$ cat config.mk
export PLATFORM = sky130hd
export DESIGN_NAME = baud_tick_gen
export DESIGN_NICKNAME = d
export VERILOG_FILES = /design/src/rtl/uart_pkg.sv /design/src/rtl/frac_phase_acc.sv /design/src/rtl/baud_tick_gen.sv
export SDC_FILE = /design/constraint.sdc
export NUM_CORES = 1
export LEC_CHECK = 0
export ABC_AREA = 1
export CELL_PAD_IN_SITES_DETAIL_PLACEMENT = 2
export CELL_PAD_IN_SITES_GLOBAL_PLACEMENT = 2
export CORE_MARGIN = 10
export CORE_UTILIZATION = 33
export DETAILED_ROUTE_END_ITERATION = 7
export PLACE_DENSITY = 0.89
export SYNTH_ARGS = -nofsm -noshare
export SYNTH_HDL_FRONTEND = slang
export SYNTH_SLANG_ARGS = --single-unit
$ cat constraint.sdc
create_clock -name clk -period 7.6 [get_ports clk]
set_input_delay 1.52 -clock clk [delete_from_list [all_inputs] [get_ports clk]]
set_output_delay 1.52 -clock clk [all_outputs]
set_load 0.03 [all_outputs]
$ cat src/rtl/uart_pkg.sv
// Shared UART timing package.
// Purpose: default widths for the baud generator, divisor constants for
//   common baud rates at 50 MHz with 16x oversampling, and the encoding of
//   the divisor-write status reported on cfg_err.
// Ports: none (package).
package uart_pkg;

  localparam int DIV_W_DEF      = 16;
  localparam int FRAC_W_DEF     = 4;
  localparam int OVERSAMPLE_DEF = 16;

  // 50 MHz / (16 * baud), integer part plus sixteenths.
  localparam int BAUD_9600_INT    = 325;
  localparam int BAUD_9600_FRAC   = 8;
  localparam int BAUD_115200_INT  = 27;
  localparam int BAUD_115200_FRAC = 2;

  // Smallest integer divisor that still gives a sample period of >= 2 clocks.
  localparam int DIV_MIN = 2;

  typedef enum logic [0:0] {
    CFG_OK          = 1'b0,
    CFG_ERR_DIV_LOW = 1'b1
  } cfg_code_e;

endpackage

$ cat src/rtl/frac_phase_acc.sv
// Fractional phase accumulator for the baud generator.
// Purpose: holds the fractional phase (units of 1/2**FRAC_W clock). At each
//   period start the caller pulses advance; the accumulator adds frac and the
//   carry out of FRAC_W bits tells the caller to stretch that period by one
//   clock. clear returns the phase to zero.
// Ports:
//   clk, rst  clock, synchronous active-high reset
//   clear     force phase to zero (wins over advance)
//   advance   add frac to the phase this cycle
//   frac      fractional divisor
//   carry     combinational carry of acc + frac (valid every cycle)
//   acc       current phase
module frac_phase_acc #(
  parameter int FRAC_W = 4
) (
  input  logic              clk,
  input  logic              rst,
  input  logic              clear,
  input  logic              advance,
  input  logic [FRAC_W-1:0] frac,
  output logic              carry,
  output logic [FRAC_W-1:0] acc
);

  logic [FRAC_W:0] sum;

  assign sum   = {1'b0, acc} + {1'b0, frac};
  assign carry = sum[FRAC_W];

  always_ff @(posedge clk) begin
    if (rst || clear) begin
      acc <= '0;
    end else if (advance) begin
      acc <= sum[FRAC_W-1:0];
    end
  end

endmodule

$ cat src/rtl/baud_tick_gen.sv
// Programmable UART baud-rate generator.
// Purpose: divides clk by div_int + div_frac/2**FRAC_W to produce a one-cycle
//   sample_tick, and a bit_tick on every OVERSAMPLE-th sample_tick. Divisor
//   writes go to a shadow register and take effect only at a period boundary
//   (terminal cycle), on resync, or at once while disabled, so a period is
//   never cut short or stretched by a divisor change.
// Ports:
//   clk, rst     clock, synchronous active-high reset
//   en           1 = count; 0 = counters and phase held at zero
//   resync       pulse: restart sample and bit phase from zero
//   div_wr       pulse: request load of div_int_in / div_frac_in
//   div_int_in   requested integer divisor (must be >= 2)
//   div_frac_in  requested fractional divisor
//   sample_tick  one-cycle pulse per sample period
//   bit_tick     one-cycle pulse per OVERSAMPLE sample periods
//   div_active   integer divisor currently in use
//   cfg_err      one-cycle pulse: last div_wr rejected
// Control inputs are single-cycle pulses with no back-pressure: div_wr and
// resync are acted on in the cycle they are sampled high and are never held
// off; a rejected write is reported by cfg_err in the following cycle.
module baud_tick_gen
  import uart_pkg::*;
#(
  parameter int DIV_W        = DIV_W_DEF,
  parameter int FRAC_W       = FRAC_W_DEF,
  parameter int OVERSAMPLE   = OVERSAMPLE_DEF,
  parameter int DEF_DIV_INT  = BAUD_9600_INT,
  parameter int DEF_DIV_FRAC = BAUD_9600_FRAC
) (
  input  logic              clk,
  input  logic              rst,
  input  logic              en,
  input  logic              resync,
  input  logic              div_wr,
  input  logic [DIV_W-1:0]  div_int_in,
  input  logic [FRAC_W-1:0] div_frac_in,
  output logic              sample_tick,
  output logic              bit_tick,
  output logic [DIV_W-1:0]  div_active,
  output logic              cfg_err
);

  localparam int IDX_W = (OVERSAMPLE > 1) ? $clog2(OVERSAMPLE) : 1;
  localparam logic [IDX_W-1:0] IDX_LAST = IDX_W'(OVERSAMPLE - 1);
  // One bit of headroom: a stretched period at the largest divisor is 2**DIV_W.
  localparam int CNT_W = DIV_W + 1;

  logic [CNT_W-1:0]  cnt;
  logic [IDX_W-1:0]  samp_idx;
  logic              long_q;
  logic [DIV_W-1:0]  act_int, shd_int;
  logic [FRAC_W-1:0] act_frac, shd_frac;
  logic              pending;
  logic              sample_q, bit_q, err_q;

  logic              clear, run, period_start, carry, cur_long, terminal;
  logic              wr_ok, wr_bad, apply;
  logic [CNT_W-1:0]  last_cnt;
  logic [FRAC_W-1:0] frac_acc;

  assign clear        = resync || !en;
  assign run          = !clear;
  assign period_start = run && (cnt == '0);

  // The stretch decision is made at period start (carry is live then) and
  // held in long_q for the rest of the period.
  assign cur_long = (cnt == '0) ? carry : long_q;
  assign last_cnt = {1'b0, act_int} + {{DIV_W{1'b0}}, cur_long} - CNT_W'(1);
  assign terminal = run && (cnt == last_cnt);

  assign wr_ok  = div_wr && (div_int_in >= DIV_W'(DIV_MIN));
  assign wr_bad = div_wr && !wr_ok;
  assign apply  = terminal || clear;

  frac_phase_acc #(
    .FRAC_W (FRAC_W)
  ) u_frac (
    .clk     (clk),
    .rst     (rst),
    .clear   (clear),
    .advance (period_start),
    .frac    (act_frac),
    .carry   (carry),
    .acc     (frac_acc)
  );

  always_ff @(posedge clk) begin
    if (rst) begin
      cnt      <= '0;
      samp_idx <= '0;
      long_q   <= 1'b0;
      sample_q <= 1'b0;
      bit_q    <= 1'b0;
      err_q    <= 1'b0;
      act_int  <= DIV_W'(DEF_DIV_INT);
      act_frac <= FRAC_W'(DEF_DIV_FRAC);
      shd_int  <= DIV_W'(DEF_DIV_INT);
      shd_frac <= FRAC_W'(DEF_DIV_FRAC);
      pending  <= 1'b0;
    end else begin
      sample_q <= terminal;
      bit_q    <= terminal && (samp_idx == IDX_LAST);
      err_q    <= wr_bad;

      if (clear) begin
        cnt      <= '0;
        samp_idx <= '0;
        long_q   <= 1'b0;
      end else begin
        if (period_start) begin
          long_q <= carry;
        end
        if (terminal) begin
          cnt      <= '0;
          samp_idx <= (samp_idx == IDX_LAST) ? '0 : samp_idx + IDX_W'(1);
        end else begin
          cnt <= cnt + CNT_W'(1);
        end
      end

      // A write landing on an apply cycle bypasses the shadow so it governs
      // the very next period.
      if (wr_ok) begin
        shd_int  <= div_int_in;
        shd_frac <= div_frac_in;
      end
      if (apply) begin
        pending <= 1'b0;
        if (wr_ok) begin
          act_int  <= div_int_in;
          act_frac <= div_frac_in;
        end else if (pending) begin
          act_int  <= shd_int;
          act_frac <= shd_frac;
        end
      end else if (wr_ok) begin
        pending <= 1'b1;
      end
    end
  end

  assign sample_tick = sample_q;
  assign bit_tick    = bit_q;
  assign div_active  = act_int;
  assign cfg_err     = err_q;

endmodule

---- Word level (Yosys, flattened, before mapping) ----
Cells that the tools add are included.
word-level totals
  bits in registers ....................... 70
operators by class
  reductions and logical operators ........ 17
  magnitude comparators ................... 1
  equality and inequality tests ........... 2
  mux-type cells .......................... 6
  add/subtract/negate cells ............... 5
operators with widths
  cell                                                                     number
  16-bit two-way mux                                                       2
  16-bit by 1-bit adder with 17-bit output                                 1
  17-bit by 1-bit adder with 17-bit output (second input constant)         1
  17-bit equality test                                                     1
  17-bit logical NOT                                                       1
  17-bit by 1-bit subtractor with 17-bit output (second input constant)    1
  16-bit by 2-bit >= comparator with 1-bit output (second input constant)  1
  4-bit two-way mux                                                        3
  4-bit by 4-bit adder with 5-bit output                                   1
  1-bit logical AND                                                        5
  4-bit by 1-bit adder with 4-bit output (second input constant)           1
  4-bit equality test (second input constant)                              1
  2-bit OR reduction                                                       2
  1-bit logical NOT                                                        3
  1-bit logical OR                                                         3
  3-bit OR reduction                                                       1
  2-bit AND reduction                                                      1
  2-bit nonzero test                                                       1
  1-bit two-way mux                                                        1

---- Depth between registers and ports, before layout ----
Gate-level depths: netlist (run 1).
  word-level depth ........................ 8
  gate-level depth with buffers ........... 26
  mapped depth without buffers ............ 26

---- By module ----
Synthesis (run 1) repeated with hierarchy kept, for this count alone.
second synthesis, totals
  cell total of the unflattened synthesis .. 574
  area, all modules ....................... 3,883.7 um2
modules (own cells, without submodules)
  module          area an instance (um2)  instances  cells an instance  sequential area each (um2)
  baud_tick_gen   3,582.2                 1          532                1,321.3
  frac_phase_acc  301.5                   1          42                 80.1

---- Worst setup path after synthesis (run 1) ----
Ideal clock, no wire load.
  path kind ............................... in2reg
  start ................................... in div_int_in[15]
  end ..................................... reg act_int[15], in the netlist div_active[15]
  library setup time ...................... 0.116 ns
  stages .................................. 9
  arrival ................................. 2.869 ns
  data required time ...................... 7.484 ns
  setup slack ............................. 4.615 ns
  path through ............................ nor4_1 -> nand4_1 -> nand2_1 -> inv_1 -> or2_2 -> buf_2 -> buf_1 -> a21oi_1 -> nor2_1
between the ends
  cells in the longest elaborated chain, start to end .. 4
  elaborated cells on any way between the ends .. 5
  classes of those cells .................. order compare: 1; mux: 1; reduce/logical: 3
RTL lines
  what                                             line                  RTL
  start: declaration                               baud_tick_gen.sv:35   input logic [DIV_W-1:0] div_int_in,
  16-bit by 2-bit >= comparator with 1-bit output  baud_tick_gen.sv:71   assign wr_ok = div_wr && (div_int_in >= DIV_W'(DIV_MIN));
  1-bit logical AND                                baud_tick_gen.sv:71
  2-bit nonzero test (no line)                     --
  2-bit AND reduction (no line)                    --
  end signal: assignment                           baud_tick_gen.sv:95   act_int <= DIV_W'(DEF_DIV_INT);
  end signal: assignment                           baud_tick_gen.sv:130  act_int <= div_int_in;
  end signal: assignment                           baud_tick_gen.sv:133  act_int <= shd_int;
  end: declaration                                 baud_tick_gen.sv:51   logic [DIV_W-1:0] act_int, shd_int;
Parallel ways exist; a longest one is shown, timed or not.
A chain may end at the register's enable or synchronous reset.

---- Final worst setup path (run 1) ----
  start ................................... reg cnt[0]
  end ..................................... reg act_int[2], in the netlist div_active[2]
between the ends
  cells in the longest elaborated chain, start to end .. 8
RTL lines
  what                                           line                  RTL
  start: declaration                             baud_tick_gen.sv:48   logic [CNT_W-1:0] cnt;
  start signal: assignment                       baud_tick_gen.sv:117  cnt <= cnt + CNT_W'(1);
  17-bit logical NOT                             baud_tick_gen.sv:67   assign cur_long = (cnt == '0) ? carry : long_q;
  1-bit two-way mux                              baud_tick_gen.sv:67
  16-bit by 1-bit adder with 17-bit output       baud_tick_gen.sv:68   assign last_cnt = {1'b0, act_int} + {{DIV_W{1'b0}}, cur_long} - CNT_W'(1);
  17-bit by 1-bit subtractor with 17-bit output  baud_tick_gen.sv:68
  17-bit equality test (*)                       baud_tick_gen.sv:69   assign terminal = run && (cnt == last_cnt);
  1-bit logical AND (*)                          baud_tick_gen.sv:69
  1-bit logical OR (*)                           baud_tick_gen.sv:73   assign apply = terminal || clear;
  2-bit AND reduction (no line) (*)              --
Mark *: on every way between the ends. The rest lies on a longest branch, timed or not.

==> results of run 1 <==
## routing by layer
metal	share of wire, %	vias to the layer above
met1	43	1935
met3	2.0	21
met2	53	49
li1	-	1965
met4	2.4	0
met5	0	-
## registers in the layout, summed over array words and instances (netlist names)
name,count
cfg_err,1
shd_int,16
sample_tick,1
pending,1
long_q,1
div_active,16
samp_idx,4
cnt,17
bit_tick,1
act_frac,4
shd_frac,4
u_frac.acc,4
## power by group
group          switching (µW)  internal, µW
sequential               19.0           385
clock                     181           276
combinational             105          61.3
## worst register-to-register path, stage by stage, from the launching register on
cell     delay (ps)
dfxtp_1         370
inv_1           110
ha_1            160
nand2_1          60
nor4_1          430
nand2_1         190
inv_1           150
nand3_1          90
o21ai_0         190
ha_1            280
ha_1            220
nand2_2         130
nor2_1          210
nand2_1         100
nand3_1         120
nand2_1          70
nor2_1          100
nand2_1          60
nor2_1          140
nand3_2         170
nand2_4         350
nand2_1         220
nand2_1         130
nand3_1          80
## cell usage after synthesis (2+ instances only)
cell type	number
buf_2	2
nand4_1	7
nand3_1	68
buf_6	3
or2_2	16
nor2_4	2
xnor2_1	5
nand3_2	2
clkinv_1	2
dfxtp_1	70
o21ai_0	23
nand2_2	5
nor2_2	2
clkbuf_1	10
nand2_1	147
xor2_1	11
a21oi_1	27
nor2_1	99
nand3b_1	2
nor4_1	5
ha_1	9
nor3_1	8
inv_1	58
## cell type report
cell class | instances | area, µm² | area share, %
clock buffers | 11 | 253 | 5.36
multi-input cells | 445 | 2160 | 45.9
inverters | 60 | 225 | 4.77
repair buffers | 43 | 430 | 9.12
well taps | 143 | 179 | 3.79
flip-flops and latches | 70 | 1400 | 29.7
clock inverters | 5 | 65.1 | 1.38
## metrics by stage
stage / std cells / power [µW] / cell area [µm²] / setup slack [ps]
6_report: 777 / 1030 / 4720 / 3360
3_3_place_gp: 761 / 565 / 4400 / 3320
2_1_floorplan: 592 / 512 / 3880 / 4620
3_5_place_dp: 761 / 575 / 4400 / 3100
4_1_cts: 777 / 1040 / 4720 / 3250
5_1_grt: 777 / 1070 / 4720 / 2750
## worst paths after layout
kind	from	end	slack, ps	depth (start not counted)
worst min-delay path	shd_int[6]$_SDFFE_PP1P_	shd_int[6]$_SDFFE_PP1P_	470	2
worst max register to register	cnt[0]$_SDFF_PP0_	div_active[2]$_SDFFE_PP1P_	3360	23
worst max-delay path	cnt[0]$_SDFF_PP0_	div_active[2]$_SDFFE_PP1P_	3360	23
worst min register to register	shd_int[6]$_SDFFE_PP1P_	shd_int[6]$_SDFFE_PP1P_	470	2
## cell families after synthesis
kind of cell | share of synthesized area (%)
and+or+nand+nor | 42.0
buffers and inverters | 8.19
DFF | 36.1
AOI/OAI and AO/OA | 6.74
xor gates and xnor gates | 3.61
adders and majority gates | 3.42
==> out/results.txt, run 1 <==
Status -> finished, final reports clean
Critical Path Fanout Max -> 36
# resized after CTS -> 0
First-pass GRT wire length -> 23.1 mm
# fillers -> 1384
Max Cap Violations -> 0
Hold/Removal Path Class -> reg2reg
Die H -> 128 µm
Syn. warnings -> 0
Top_reg_cell synth -> dfxtp_1
Synth area leader -> dfxtp_1
Vias/cell -> 5.11
Least-Margin Pin Slew -> 759 ps
Layout cell share with drive strength beyond 1 -> 7.26%
DRC -> 0
Most common cell after layout, fill and taps aside -> nand2_1
CTS tree -> yes
Wirelength per Cell -> 18.1 µm
Register bit count reported by yosys -> 70
Antenna viol nets, final -> 0
WHS -> 472 ps
Htree depth -> 3
Crit Path Class -> reg2reg
GRT Overall Usage -> 17.5%
Power per Cell Area -> 218 nW/µm²
Initial core utilization -> 33.9%
CTS Buf Count -> 9
Drt total wl -> 14.1 mm
Fmax -> 0.236 GHz
Commonest non-fill, non-tap cells in the layout -> nand2_1, nor2_1, dfxtp_1
Bufs on Longest Clock Path -> 2
PortBufs -> 43
Largest cells by area after synthesis -> dfxtp_1, nand2_1, nor2_1
Setup crit start kind -> flip-flop
GRT overflow -> 0
Met1 Use GR -> 19.5%
Busiest grt layer -> met2
Clock-pin slew on the worst setup and hold paths -> 60 ps
Detailed Route Iter0 Violations -> 173
Delay-heaviest family, CP -> simple AND/OR/NAND/NOR gates
Minimum clock period -> 4240 ps
Synth Area per Inst -> 6.56 µm²
CP max-delay cell -> nor4_1
Placer Congestion -> 0.832
Max VDD drop -> 143 µV
I/O pins -> 44
# hold bufs at CTS -> 0
Final setup viols -> 0
Clk sink count -> 70
M3 GR Usage -> 2.87%
Core Util, Final -> 41.1%
Die ar. -> 16500 µm²
Worst relative slew slack -> 49.1%
Leakage -> 0.00209 µW
Via count -> 3970
Initial antenna violation count -> 0
Final count of hold timing violations -> 0
Cell variety after synth -> 32
Fin nets -> 664
Inserted Diodes -> 0
Slew Limit Fails -> 0
Final Skew -> 5.07 ps
Vias in the first global route -> 4474
Worst path buffer plus inverter count -> 2
Period Utilization, post-route -> 55.8%
Layout area overhead -> 21.5%
Largest net degree at the start of global routing -> 38
Post-synth EDFFs -> 0
Post-CTS Setup Inserts -> 0
Dpl hpwl -> 10.7 mm
Top-area cell type share of the netlist area -> 36.1%
Critical path arrival -> 4450 ps
Mapped Cells -> 592
Syn nets -> 627
RSZ-0062 raised after global routing -> false
Met2 GRT Util -> 31.6%
Crit path largest cell delay -> 430 ps
Clk root buf -> clkbuf_16
Crit path cell chain -> inv_1 > ha_1 > nand2_1 > nor4_1 > nand2_1 > inv_1 > nand3_1 > o21ai_0 > ha_1 > ha_1 > nand2_2 > nor2_1 > nand2_1 > nand3_1 > nand2_1 > nor2_1 > nand2_1 > nor2_1 > nand3_2 > nand2_4 > nand2_1 > nand2_1 > nand3_1
Clock latency on the worst-skew pair -> 350 ps
Async set-or-reset flop fraction in the synthesized netlist -> 0%
Data required time at the worst endpoint -> 7800 ps
Site row count -> 39
Setup TNS -> 0 ps
Top cell by count, worst path -> nand2_1
Syn Std Cell Area -> 3880 µm²
CP endpoint kind -> flip-flop
Post-synthesis sequential area ratio -> 36.1%
Drt first pass iters -> 6
Core Area -> 11500 µm²
Die X -> 128 µm
Power figures use the tool's default switching activity.
==> inputs of run 2 (changes only) <==
--- a/config.mk
+++ b/config.mk
@@ -9,9 +9,9 @@
 export CELL_PAD_IN_SITES_DETAIL_PLACEMENT = 2
 export CELL_PAD_IN_SITES_GLOBAL_PLACEMENT = 2
 export CORE_MARGIN = 10
-export CORE_UTILIZATION = 33
+export CORE_UTILIZATION = 31
 export DETAILED_ROUTE_END_ITERATION = 7
-export PLACE_DENSITY = 0.89
+export PLACE_DENSITY = 0.85
 export SYNTH_ARGS = -nofsm -noshare
 export SYNTH_HDL_FRONTEND = slang
 export SYNTH_SLANG_ARGS = --single-unit
==> constraint.sdc (replaced) <==
create_clock -name clk -period 3.97 [get_ports clk]
set_input_delay 0.794 -clock clk [delete_from_list [all_inputs] [get_ports clk]]
set_output_delay 0.794 -clock clk [all_outputs]
set_load 0.03 [all_outputs]
==> run 2 against run 1 <==
Net effect:
- die area increased by 5.4%
- design area increased by 4.4%
- first-iteration DRC count decreased by 17%
- hold slack improved by 7.6 ps
- global-route usage decreased by 0.11 points
- clock skew increased by 5.5 ps
- register-to-register slack got worse by 3200 ps
- power increased by 90%
- flip-flop and latch count unchanged
- via count increased by 4.6%
==> out/results.txt, run 2 (synthesis gave the netlist of run 1 again) <==
Status -> finished, final reports clean
Inserted Diodes -> 0
Bufs on Longest Clock Path -> 2
Detailed Route Iter0 Violations -> 144
GRT Overall Usage -> 17.4%
CP max-delay cell -> dfxtp_1
Final Skew -> 10.6 ps
Max Cap Violations -> 0
Core Util, Final -> 40.5%
Final Instance Count excl. Fillers -> 817
Slew Limit Fails -> 0
Period Utilization, post-route -> 95.7%
First-pass GRT wire length -> 24.7 mm
Largest net degree at the start of global routing -> 38
Commonest non-fill, non-tap cells in the layout -> nand2_1, nor2_1, dfxtp_1
Minimum clock period -> 3800 ps
CTS Buf Count -> 9
Most common cell after layout, fill and taps aside -> nand2_1
Fin nets -> 679
Drt first pass iters -> 4
Crit path largest cell delay -> 380 ps
Clock-pin slew on the worst setup and hold paths -> 60 ps
Initial core utilization -> 31.9%
Leakage -> 0.00216 µW
Critical path arrival -> 4080 ps
Via count -> 4151
Die X -> 132 µm
Biggest register -> cnt
Die H -> 132 µm
Data required time at the worst endpoint -> 4250 ps
Vias/cell -> 5.08
Core Area -> 12200 µm²
Placer Congestion -> 0.817
Drt total wl -> 15.9 mm
Layout cell share with drive strength beyond 1 -> 10.8%
Placed cells -> 792
CTS tree -> yes
Clk sink count -> 70
PortBufs -> 43
Die ar. -> 17400 µm²
Hold/Removal Path Class -> reg2reg
Largest register FFs -> 17
Dpl hpwl -> 11.0 mm
Area after DPL -> 4480 µm²
Htree depth -> 3
GRT overflow -> 0
Initial antenna violation count -> 0
Clk root buf -> clkbuf_16
Delay-heaviest family, CP -> simple AND/OR/NAND/NOR gates
Power per Cell Area -> 396 nW/µm²
I/O pins -> 44
Setup crit start kind -> flip-flop
Max VDD drop -> 211 µV
Final instance area -> 4930 µm²
# hold bufs at CTS -> 0
Critical Path Fanout Max -> 7
Setup WS post-layout -> 171 ps
Site row count -> 40
CP endpoint kind -> flip-flop
DRC -> 0
Pre-CTS WS -> -179 ps
Top cell by count, worst path -> nand2_1
Least-Margin Pin Slew -> 789 ps
Worst path buffer plus inverter count -> 4
Wirelength per Cell -> 19.5 µm
Crit Path Class -> reg2reg
Fmax -> 0.263 GHz
Final count of hold timing violations -> 0
Layout area overhead -> 26.9%
Worst relative slew slack -> 47.3%
Clock latency on the worst-skew pair -> 350 ps
Antenna viol nets, final -> 0
Vias in the first global route -> 4735
Final setup viols -> 0
-- run 2: cell count changes in the layout (fill, tap and decap cells not counted), moves of 2 or more --
cell,change
clkinvlp_4,+2
nor2_2,+4
nand2_1,-2
buf_4,+13
inv_6,-2
nand2_8,+2
nor2_1,-5
-- run 2: power by group --
part | total (µW) | internal (µW) | switching [µW]
clock network | 831 | 504 | 327
logic | 343 | 126 | 217
registers | 777 | 737 | 40.6
total | 1950 | 1370 | 585
-- run 2: cell type report --
| class | instances | area (µm²) |
|---|---|---|
| inverters | 60 | 225 |
| well taps | 168 | 210 |
| multi-input cells | 447 | 2260 |
| flip-flops and latches | 70 | 1400 |
| clock inverters | 5 | 58.8 |
| clock buffers | 11 | 243 |
| fillers | 1454 | 7240 |
| repair buffers | 56 | 528 |
-- run 2: path summary, 6_finish.rpt --
check	start	endpoint	slack (ps)	cells after the start
max	cnt[0]$_SDFF_PP0_	samp_idx[2]$_SDFFE_PP0P_	170	25
min reg2reg	shd_int[0]$_SDFFE_PP1P_	shd_int[0]$_SDFFE_PP1P_	480	2
max reg2reg	cnt[0]$_SDFF_PP0_	samp_idx[2]$_SDFFE_PP0P_	170	25
min	shd_int[0]$_SDFFE_PP1P_	shd_int[0]$_SDFFE_PP1P_	480	2
-- run 2: timing repair --
| item | CTS | global route |
|---|---|---|
| setup buffers | 0 | 7 |
| gates cloned | 1 | 1 |
| hold endpoints to repair | 0 | 0 |
| resized for setup | 3 | 14 |
| pin swaps | 1 | 5 |
| endpoints found under the setup margin | 20 | 42 |
-- run 2: routing by layer --
layer / track usage, % / share of wire [%] / vias up
met5: 0 / 0 / -
met4: 5.13 / 2.0 / 0
met2: 33.1 / 55 / 64
li1: - / - / 1989
met1: 18.3 / 40 / 2071
met3: 4.04 / 3.1 / 27
-- run 2: per-stage QoR --
step | setup TNS (ps) | hold WS [ps] | power, µW
after floorplan | 0 | 435 | 979
after global placement | 0 | 450 | 1090
after detailed placement | -755 | 465 | 1110
after CTS | 0 | 482 | 1950
after global routing | -1270 | 520 | 2050
final | 0 | 480 | 1950
-- run 2: worst register-to-register path, stage by stage (launching register included) --
cell and delay [ps]:
dfxtp_1 380, inv_1 110, ha_1 170, nand2_1 100, nor4_4 290, nand2_2 120
inv_1 150, nand3_1 120, o21ai_2 110, ha_2 230, ha_1 210, nand2_1 150
nor2_4 140, nand2_1 60, nand2_1 90, nand2_1 90, nor2_1 110, nand2_1 60
nor2_1 100, nand3_1 180, nor2_4 240, buf_4 150, nand3_1 90, nand2_1 110
inv_1 50, nor2_1 110
